===== config.mk =====
export PLATFORM = sky130hd
export DESIGN_NAME = hazard_scoreboard_flat
export DESIGN_NICKNAME = d
export VERILOG_FILES = /design/src/rtl/hazard_scoreboard_if.sv /design/src/rtl/hazard_scoreboard.sv /design/src/flat_wrapper.sv
export SDC_FILE = /design/constraint.sdc
export NUM_CORES = 1
export LEC_CHECK = 0
export CORE_UTILIZATION = 30
export DETAILED_ROUTE_END_ITERATION = 7
export SYNTH_ARGS = -nofsm -noshare
export SYNTH_HDL_FRONTEND = slang
export SYNTH_SLANG_ARGS = --single-unit

===== constraint.sdc =====
create_clock -name clk -period 7.13 [get_ports clk]
set_input_delay 0.713 -clock clk [delete_from_list [all_inputs] [get_ports clk]]
set_output_delay 0.713 -clock clk [all_outputs]
set_load 0.005 [all_outputs]

===== src/rtl/hazard_scoreboard_if.sv =====
`default_nettype none
//------------------------------------------------------------------------------
// Module   : hazard_scoreboard_if
// Brief    : ID-stage issue/operand bundle and hazard-scoreboard result signals.
// Revision : 1.0
//------------------------------------------------------------------------------

`ifndef HAZARDSELEMP
`define HAZARDSELEMP 1'b1
`endif
`ifndef HAZARDSELNORMAL
`define HAZARDSELNORMAL 1'b0
`endif

interface hazard_scoreboard_if #(
    parameter int REGADDRWIDTH  = 5,
    parameter int LATWIDTH      = 3,
    parameter int STALLCNTWIDTH = 16
);
    localparam int c_NUMREGS = 2 ** REGADDRWIDTH;

    logic                      issue_valid;
    logic                      issue_rf_write;
    logic [REGADDRWIDTH-1:0]   issue_rd_addr;
    logic [LATWIDTH-1:0]       issue_lat;
    logic [REGADDRWIDTH-1:0]   rs1_addr;
    logic [REGADDRWIDTH-1:0]   rs2_addr;
    logic                      rs1_used;
    logic                      rs2_used;
    logic                      branch_id;
    logic                      flush;
    logic                      freeze;
    logic                      hazard_nop_sel;
    logic [c_NUMREGS-1:0]      busy_mask;
    logic [STALLCNTWIDTH-1:0]  stall_cnt;

    // master: the ID stage; slave: the scoreboard
    modport master (
        output issue_valid, issue_rf_write, issue_rd_addr, issue_lat,
               rs1_addr, rs2_addr, rs1_used, rs2_used, branch_id, flush, freeze,
        input  hazard_nop_sel, busy_mask, stall_cnt
    );
    modport slave (
        input  issue_valid, issue_rf_write, issue_rd_addr, issue_lat,
               rs1_addr, rs2_addr, rs1_used, rs2_used, branch_id, flush, freeze,
        output hazard_nop_sel, busy_mask, stall_cnt
    );
endinterface

`default_nettype wire


===== src/rtl/hazard_scoreboard.sv =====
`default_nettype none
//------------------------------------------------------------------------------
// Module   : hazard_scoreboard
// Brief    : Per-register countdown scoreboard driving the ID/EX bubble select.
// Revision : 1.0
//------------------------------------------------------------------------------

module hazard_scoreboard #(
    parameter int REGADDRWIDTH  = 5,
    parameter int LATWIDTH      = 3,
    parameter int FWD_SLACK     = 1,
    parameter int STALLCNTWIDTH = 16
) (
    input  wire logic            clk,
    input  wire logic            rst,
    hazard_scoreboard_if.slave   sb
);
    localparam int c_NUMREGS = 2 ** REGADDRWIDTH;

    logic [c_NUMREGS-1:0][LATWIDTH-1:0] r_cnt;
    logic [c_NUMREGS-1:0][LATWIDTH-1:0] w_cnt_nxt;
    logic [STALLCNTWIDTH-1:0]           r_stall_cnt;

    logic [LATWIDTH-1:0] w_thr;
    logic                w_hz1;
    logic                w_hz2;
    logic                w_stall;
    logic                w_accept;

    // Branches resolve in ID, so they cannot use the forwarding slack
    assign w_thr = sb.branch_id ? '0 : LATWIDTH'(FWD_SLACK);

    assign w_hz1 = sb.rs1_used && (sb.rs1_addr != '0) && (r_cnt[sb.rs1_addr] > w_thr);
    assign w_hz2 = sb.rs2_used && (sb.rs2_addr != '0) && (r_cnt[sb.rs2_addr] > w_thr);

    assign w_stall  = sb.issue_valid && !sb.flush && (w_hz1 || w_hz2);
    assign w_accept = sb.issue_valid && !sb.flush && !w_stall && !sb.freeze &&
                      sb.issue_rf_write && (sb.issue_rd_addr != '0) &&
                      (sb.issue_lat != '0);

    // Decrement everything, then keep the later of the old and new write-back
    // so a short write cannot overtake an older long write to the same rd.
    always_comb begin
        w_cnt_nxt = '0;
        for (int r = 1; r < c_NUMREGS; r++) begin
            w_cnt_nxt[r] = (r_cnt[r] != '0) ? r_cnt[r] - LATWIDTH'(1) : '0;
        end
        if (w_accept && (sb.issue_lat > w_cnt_nxt[sb.issue_rd_addr])) begin
            w_cnt_nxt[sb.issue_rd_addr] = sb.issue_lat;
        end
    end

    always_ff @(posedge clk) begin
        if (rst) begin
            r_cnt       <= '0;
            r_stall_cnt <= '0;
        end else if (!sb.freeze) begin
            r_cnt <= w_cnt_nxt;
            if (w_stall && (r_stall_cnt != '1)) begin
                r_stall_cnt <= r_stall_cnt + STALLCNTWIDTH'(1);
            end
        end
    end

    always_comb begin
        sb.busy_mask = '0;
        for (int r = 0; r < c_NUMREGS; r++) begin
            sb.busy_mask[r] = (r_cnt[r] != '0);
        end
    end

    assign sb.hazard_nop_sel = w_stall ? `HAZARDSELEMP : `HAZARDSELNORMAL;
    assign sb.stall_cnt      = r_stall_cnt;

endmodule

`default_nettype wire


===== src/flat_wrapper.sv =====
// flat-port wrapper written by rule: the top's interface ports become plain ports
module hazard_scoreboard_flat 
#(
    parameter int REGADDRWIDTH  = 5,
    parameter int LATWIDTH      = 3,
    parameter int FWD_SLACK     = 1,
    parameter int STALLCNTWIDTH = 16
)
  (clk, rst, sb_issue_valid, sb_issue_rf_write, sb_issue_rd_addr, sb_issue_lat, sb_rs1_addr, sb_rs2_addr, sb_rs1_used, sb_rs2_used, sb_branch_id, sb_flush, sb_freeze, sb_hazard_nop_sel, sb_busy_mask, sb_stall_cnt);
  hazard_scoreboard_if #(.REGADDRWIDTH(REGADDRWIDTH), .LATWIDTH(LATWIDTH), .STALLCNTWIDTH(STALLCNTWIDTH)) sb_i ();
  input  wire logic clk;
  input  wire logic rst;
  input wire logic [$bits(sb_i.issue_valid)-1:0] sb_issue_valid;
  input wire logic [$bits(sb_i.issue_rf_write)-1:0] sb_issue_rf_write;
  input wire logic [$bits(sb_i.issue_rd_addr)-1:0] sb_issue_rd_addr;
  input wire logic [$bits(sb_i.issue_lat)-1:0] sb_issue_lat;
  input wire logic [$bits(sb_i.rs1_addr)-1:0] sb_rs1_addr;
  input wire logic [$bits(sb_i.rs2_addr)-1:0] sb_rs2_addr;
  input wire logic [$bits(sb_i.rs1_used)-1:0] sb_rs1_used;
  input wire logic [$bits(sb_i.rs2_used)-1:0] sb_rs2_used;
  input wire logic [$bits(sb_i.branch_id)-1:0] sb_branch_id;
  input wire logic [$bits(sb_i.flush)-1:0] sb_flush;
  input wire logic [$bits(sb_i.freeze)-1:0] sb_freeze;
  output wire logic [$bits(sb_i.hazard_nop_sel)-1:0] sb_hazard_nop_sel;
  output wire logic [$bits(sb_i.busy_mask)-1:0] sb_busy_mask;
  output wire logic [$bits(sb_i.stall_cnt)-1:0] sb_stall_cnt;
  assign sb_i.issue_valid = sb_issue_valid;
  assign sb_i.issue_rf_write = sb_issue_rf_write;
  assign sb_i.issue_rd_addr = sb_issue_rd_addr;
  assign sb_i.issue_lat = sb_issue_lat;
  assign sb_i.rs1_addr = sb_rs1_addr;
  assign sb_i.rs2_addr = sb_rs2_addr;
  assign sb_i.rs1_used = sb_rs1_used;
  assign sb_i.rs2_used = sb_rs2_used;
  assign sb_i.branch_id = sb_branch_id;
  assign sb_i.flush = sb_flush;
  assign sb_i.freeze = sb_freeze;
  assign sb_hazard_nop_sel = sb_i.hazard_nop_sel;
  assign sb_busy_mask = sb_i.busy_mask;
  assign sb_stall_cnt = sb_i.stall_cnt;
  hazard_scoreboard #(.REGADDRWIDTH(REGADDRWIDTH), .LATWIDTH(LATWIDTH), .FWD_SLACK(FWD_SLACK), .STALLCNTWIDTH(STALLCNTWIDTH)) u_core (.clk(clk), .rst(rst), .sb(sb_i));
endmodule

* Yosys cells after proc, flatten, opt, wreduce, memory -nomap -nowiden
Cells that the tools add are included.
** Word-level totals
- Input port bits :: 27
- Logic and storage cells :: 172
- Bits in registers :: 112
** Cells by class
- Add/subtract/negate cells :: 32
- $lt $le $gt $ge :: 7
- Bitwise gates (word level) :: 1
- Equal/unequal tests :: 1
- Reductions and logical operators :: 55
- Mux-type cells :: 43
** Operators by type and width (number)
- 2-to-1 mux 3 bit :: 35
- nonzero test 3 bit :: 33
- bitwise mux 96 bit :: 1
- 2-to-1 mux 96 bit :: 1
- subtractor 3 x 1 -> 3 bit (second input constant) :: 31
- binary-select mux 3 bit (select 5 bit) :: 3
- < comparator 5 x 6 -> 1 bit (second input constant) :: 3
- adder 16 x 1 -> 16 bit (second input constant) :: 1
- inequality test 16 bit (second input constant) :: 1
- demux 3 bit (select 5 bit) :: 1
- nonzero test 5 bit :: 3
- logical AND 1 bit :: 14
- greater-than comparator 3 bit :: 3
- >= comparator 5 x 1 -> 1 bit (second input constant) :: 1
- zero test 1 bit :: 3
- 2-to-1 mux 1 bit :: 2
- AND reduction 2 bit :: 1
- logical OR 1 bit :: 1
- inverter 1 bit :: 1

* Longest topological paths before layout
- Word-level depth :: 14
- Gate-level depth with buffers :: 19
- Gate-level depth less buffers :: 17

* Least setup slack after synthesis
No wires, ideal clock.
- Path type :: input to register
- Start :: input port sb_issue_rd_addr[0]
- End :: register u_core.r_cnt[10] (netlist name)
- Data arrival time :: 4.386 ns
- Setup slack :: 2.670 ns
- Stages on the path :: 17
- Data required time :: 7.056 ns
- Setup time :: 0.074 ns
- Cells stage by stage :: clkbuf_1 > buf_1 > clkbuf_1 > a31oi_1 > a211oi_1 > a21oi_1 > o22ai_1 > nand2_1 > o221ai_1 > ha_1 > nor2b_1 > o21a_1 > o2111ai_1 > buf_1 > nor4_1 > or3_1 > a31oi_1
** On the way
- Cells in the longest elaborated chain, start to end :: 6
** RTL lines
- start: declaration :: line flat_wrapper.sv:15 : input wire logic [$bits(sb_i.issue_rd_addr)-1:0] sb_issue_rd_addr;
- < comparator 5 x 6 -> 1 bit (implied by the code) / >= comparator 5 x 1 -> 1 bit (equally long branches) :: line hazard_scoreboard.sv:49 : w_cnt_nxt[sb.issue_rd_addr] = sb.issue_lat;
- logical AND 1 bit (implied by the code) :: line hazard_scoreboard.sv:49
- 2-to-1 mux 3 bit (implied by the code) :: line hazard_scoreboard.sv:49
- demux 3 bit (select 5 bit)
- bitwise mux 96 bit :: line hazard_scoreboard.sv:49
- 2-to-1 mux 96 bit (*) :: line hazard_scoreboard.sv:48 : if (w_accept && (sb.issue_lat > w_cnt_nxt[sb.issue_rd_addr])) begin
- end signal: assignment :: line hazard_scoreboard.sv:58 : r_cnt <= w_cnt_nxt;
- end: declaration :: line hazard_scoreboard.sv:20 : logic [c_NUMREGS-1:0][LATWIDTH-1:0] r_cnt;
Mark *: on every way between the ends. The rest lies on a longest branch, timed or not. The select of a mux whose other input is x is not followed.
A chain may end at the register's enable or synchronous reset.

* Worst setup path after layout
- Start :: input port sb_rs2_addr[0]
- End :: output port sb_hazard_nop_sel
** On the way
- Cells in the longest elaborated chain, start to end :: 7
** RTL lines
- start: declaration :: line flat_wrapper.sv:18 : input wire logic [$bits(sb_i.rs2_addr)-1:0] sb_rs2_addr;
- binary-select mux 3 bit (select 5 bit) :: line hazard_scoreboard.sv:34 : assign w_hz2 = sb.rs2_used && (sb.rs2_addr != '0) && (r_cnt[sb.rs2_addr] > w_thr);
- 2-to-1 mux 3 bit (implied by the code) :: line hazard_scoreboard.sv:34
- greater-than comparator 3 bit :: line hazard_scoreboard.sv:34
- logical AND 1 bit (*) :: line hazard_scoreboard.sv:34
- logical OR 1 bit (*) :: line hazard_scoreboard.sv:36 : assign w_stall = sb.issue_valid && !sb.flush && (w_hz1 || w_hz2);
- logical AND 1 bit (*) :: line hazard_scoreboard.sv:36
- 2-to-1 mux 1 bit (no line) (*)
- end: declaration :: line flat_wrapper.sv:24 : output wire logic [$bits(sb_i.hazard_nop_sel)-1:0] sb_hazard_nop_sel;
Marked as above.

==> impl_metrics.env <==
export IMPL_diodes=0
export IMPL_hpwl_um=22800
export IMPL_layout_drive_gt1_share_pct=9.02
export IMPL_nNetsFinal=1299
export IMPL_wl_per_cell_um=20.9
export IMPL_grt_overflow=0
export IMPL_routed_via_count=9303
export IMPL_drt_pass1_iterations=5
export IMPL_cts_root_buf="clkbuf_16"
export IMPL_yosysMostFrequentCell="nor2_1"
export IMPL_initial_core_util_pct=30.4
export IMPL_post_cts_buffers=0
export IMPL_syn_num_nets=1289
export IMPL_fp_dieH_um=178
export IMPL_drtAntennaViolNets=0
export IMPL_status="completed"
export IMPL_die_area_sq_mm=0.0316
export IMPL_cts_max_path_buffers=2
export IMPL_slew_violations=0
export IMPL_syn_to_final_growth_pct=13.7
export IMPL_grt_util_all_layers_pct=21.2
export IMPL_period_minus_slack_ns=6.18
export IMPL_rows=64
export IMPL_worstPathArrival_ns=5.47
export IMPL_clock_latency_ns=0.37
export IMPL_hold_violations=0
export IMPL_seq_area_frac_synth_pct=24.2
export IMPL_peakVddDrop_mv=0.115
export IMPL_antenna_found_initial=1
export IMPL_synthFlopType="dfxtp_1"
export IMPL_core_area_sq_mm=0.0305
export IMPL_worstPathMaxFanout=17
export IMPL_port_buffers=75
export IMPL_yosysTopAreaCellShare_pct=24.2
export IMPL_synth_commonest_cells="nor2_1, dfxtp_1, o21ai_0"
export IMPL_cts_tree="built"
export IMPL_leakage_uw=0.00400
export IMPL_drv_cap=0
export IMPL_start_kind="input pin"
export IMPL_vias_per_cell=5.80
export IMPL_syn_inst=1194
export IMPL_critPathKind="in -> out"
export IMPL_cts_resized=0
export IMPL_grt_pass1_wl_um=51200
export IMPL_drc=0
export IMPL_clock_skew_ns=0.0108
export IMPL_dpl_worst_slack_ns=0.992
export IMPL_final_setup_viol_count=0
export IMPL_avgSynthCellArea_sq_um=7.77
export IMPL_gp_congestion=0.962
export IMPL_n_fill_cell=3203
export IMPL_synth_area_top_cells="dfxtp_1, mux4_2, ha_1"
export IMPL_setup_slack_ns=0.947
export IMPL_grt_pass1_vias=8722
export IMPL_synth_edf_count=0
export IMPL_cts_sinks=112
export IMPL_grt_max_degree=59
export IMPL_wl_um=33500
export IMPL_ios=76
export IMPL_die_x_um=178
export IMPL_cts_hold_buf=0
export IMPL_worst_pin_slew_ns=1.10
export IMPL_ys_async_sr_fraction_pct=0
export IMPL_yosysTopAreaCell="dfxtp_1"
export IMPL_yosys_warnings=0
export IMPL_drt_iter0_markers=1055
export IMPL_cts_max_level=3
export IMPL_endpoint_kind="output pin"
export IMPL_slew_headroom_pct=26.2
export IMPL_power_density_mw_per_mm2=163
export IMPL_rsz0062_at_grt="false"
export IMPL_tns_ns=0
export IMPL_clk_pin_slew_ns=0.08
export IMPL_cp_data_required_time_ns=6.42
export IMPL_synthesis_area_sq_mm=0.00927
export IMPL_hp_class="reg -> reg"
export IMPL_fin_crit_sh_pct=86.7
export IMPL_max_freq_mhz=162
export IMPL_synth_distinct_cells=64
export IMPL_numCtsBuffers=9
export IMPL_fin_hold_ws_ns=0.506
export IMPL_synth_seq_cells=112
[worst paths after layout]
check                                                      to                     startpoint  slack, ns  depth (start not counted)
worst max-delay path                        sb_hazard_nop_sel                 sb_rs2_addr[0]       0.95                         11
worst min-delay path             u_core.r_cnt[2]$_SDFFE_PP0N_   u_core.r_cnt[2]$_SDFFE_PP0N_       0.51                          1
worst max register to register  u_core.r_cnt[77]$_SDFFE_PP0N_  u_core.r_cnt[24]$_SDFFE_PP0N_       2.51                         11
worst min register to register   u_core.r_cnt[2]$_SDFFE_PP0N_   u_core.r_cnt[2]$_SDFFE_PP0N_       0.51                          1
[critical path: stages]
cell and delay (ns):
clkdlybuf4s50_1 1.12, mux4_2 0.61, mux4_2 0.49, mux2i_1 0.15, ha_1 0.26, o21ai_0 0.20, or3_1 0.15, nand3_1 0.11
o32ai_4 0.86, and3_1 0.27, clkdlybuf4s50_1 0.51
[cells by family (layout without fill, tap and decap cells)]
family                   Yosys count  count (layout)  synth area share (%)
AND/OR/NAND/NOR                  406             406                  20.0
XOR/XNOR                           8               8                 0.756
buffers and inverters            212             227                  9.48
multiplexers                      59              59                  12.8
adder cells (fa/ha/maj)           68              68                  9.17
AO/OA/AOI/OAI                    329             329                  23.6
flip-flops                       112             112                  24.2
[layout make-up]
| cell class | count | area (sq um) | area share (%) |
|---|---|---|---|
| repair buffers | 101 | 933 | 8.86 |
| clock buffers | 12 | 236 | 2.24 |
| flip-flops and latches | 112 | 2240 | 21.3 |
| multi-input cells | 870 | 6160 | 58.5 |
| well taps | 396 | 495 | 4.70 |
| clock inverters | 4 | 53.8 | 0.510 |
| inverters | 110 | 415 | 3.94 |
[power breakdown]
part           internal (uW)  switching [uW]
Clock                    276             261
Combinational            199             274
Sequential               656            48.0
[metal layers]
metal | vias to the layer above | part of all wire, % | GRT usage (%)
met1 | 4446 | 43 | 28.8
li1 | 4330 | - | -
met3 | 54 | 9.9 | 5.01
met2 | 473 | 45 | 32.6
met5 | - | 0 | 0
met4 | 0 | 2.6 | 7.69
[placed cells by master (no fill, tap or decap), drive strengths merged, types with 4 or more instances in the layout]
| cell type | Yosys | layout |
|---|---|---|
| a211oi | 18 | 18 |
| a21oi | 49 | 49 |
| a221oi | 9 | 9 |
| a22oi | 4 | 4 |
| a311oi | 53 | 53 |
| a31oi | 17 | 17 |
| a32oi | 26 | 26 |
| and2 | 10 | 10 |
| and3 | 5 | 5 |
| buf | 24 | 29 |
| clkbuf | 78 | 12 |
| clkdlybuf4s50 | 0 | 72 |
| dfxtp | 112 | 112 |
| ha | 68 | 68 |
| inv | 109 | 110 |
| mux2 | 4 | 4 |
| mux2i | 8 | 8 |
| mux4 | 47 | 47 |
| nand2 | 101 | 101 |
| nand3 | 52 | 52 |
| nand4 | 7 | 7 |
| nor2 | 164 | 164 |
| nor2b | 4 | 4 |
| nor3 | 20 | 20 |
| nor4 | 6 | 6 |
| o211ai | 4 | 4 |
| o21ai | 114 | 114 |
| o221ai | 4 | 4 |
| o22ai | 9 | 9 |
| o41a | 6 | 6 |
| or2 | 5 | 5 |
| or3 | 19 | 19 |
| xor2 | 7 | 7 |
[flip-flops by register name, summed over array words and instances (netlist names)]
name                 count
u_core.r_cnt            96
u_core.sb.stall_cnt     16
[stage by stage]
stage	cells	util (%)	area [sq um]	total power, uW
3_5_place_dp	1589	33.6	10200	1180
6_report	1605	34.5	10500	1710
3_3_place_gp	1589	33.6	10200	1180
5_1_grt	1605	34.5	10500	1790
4_1_cts	1605	34.5	10500	1710
2_1_floorplan	1194	-	9270	1000
No activity file was read; power rests on OpenSTA's default activity.
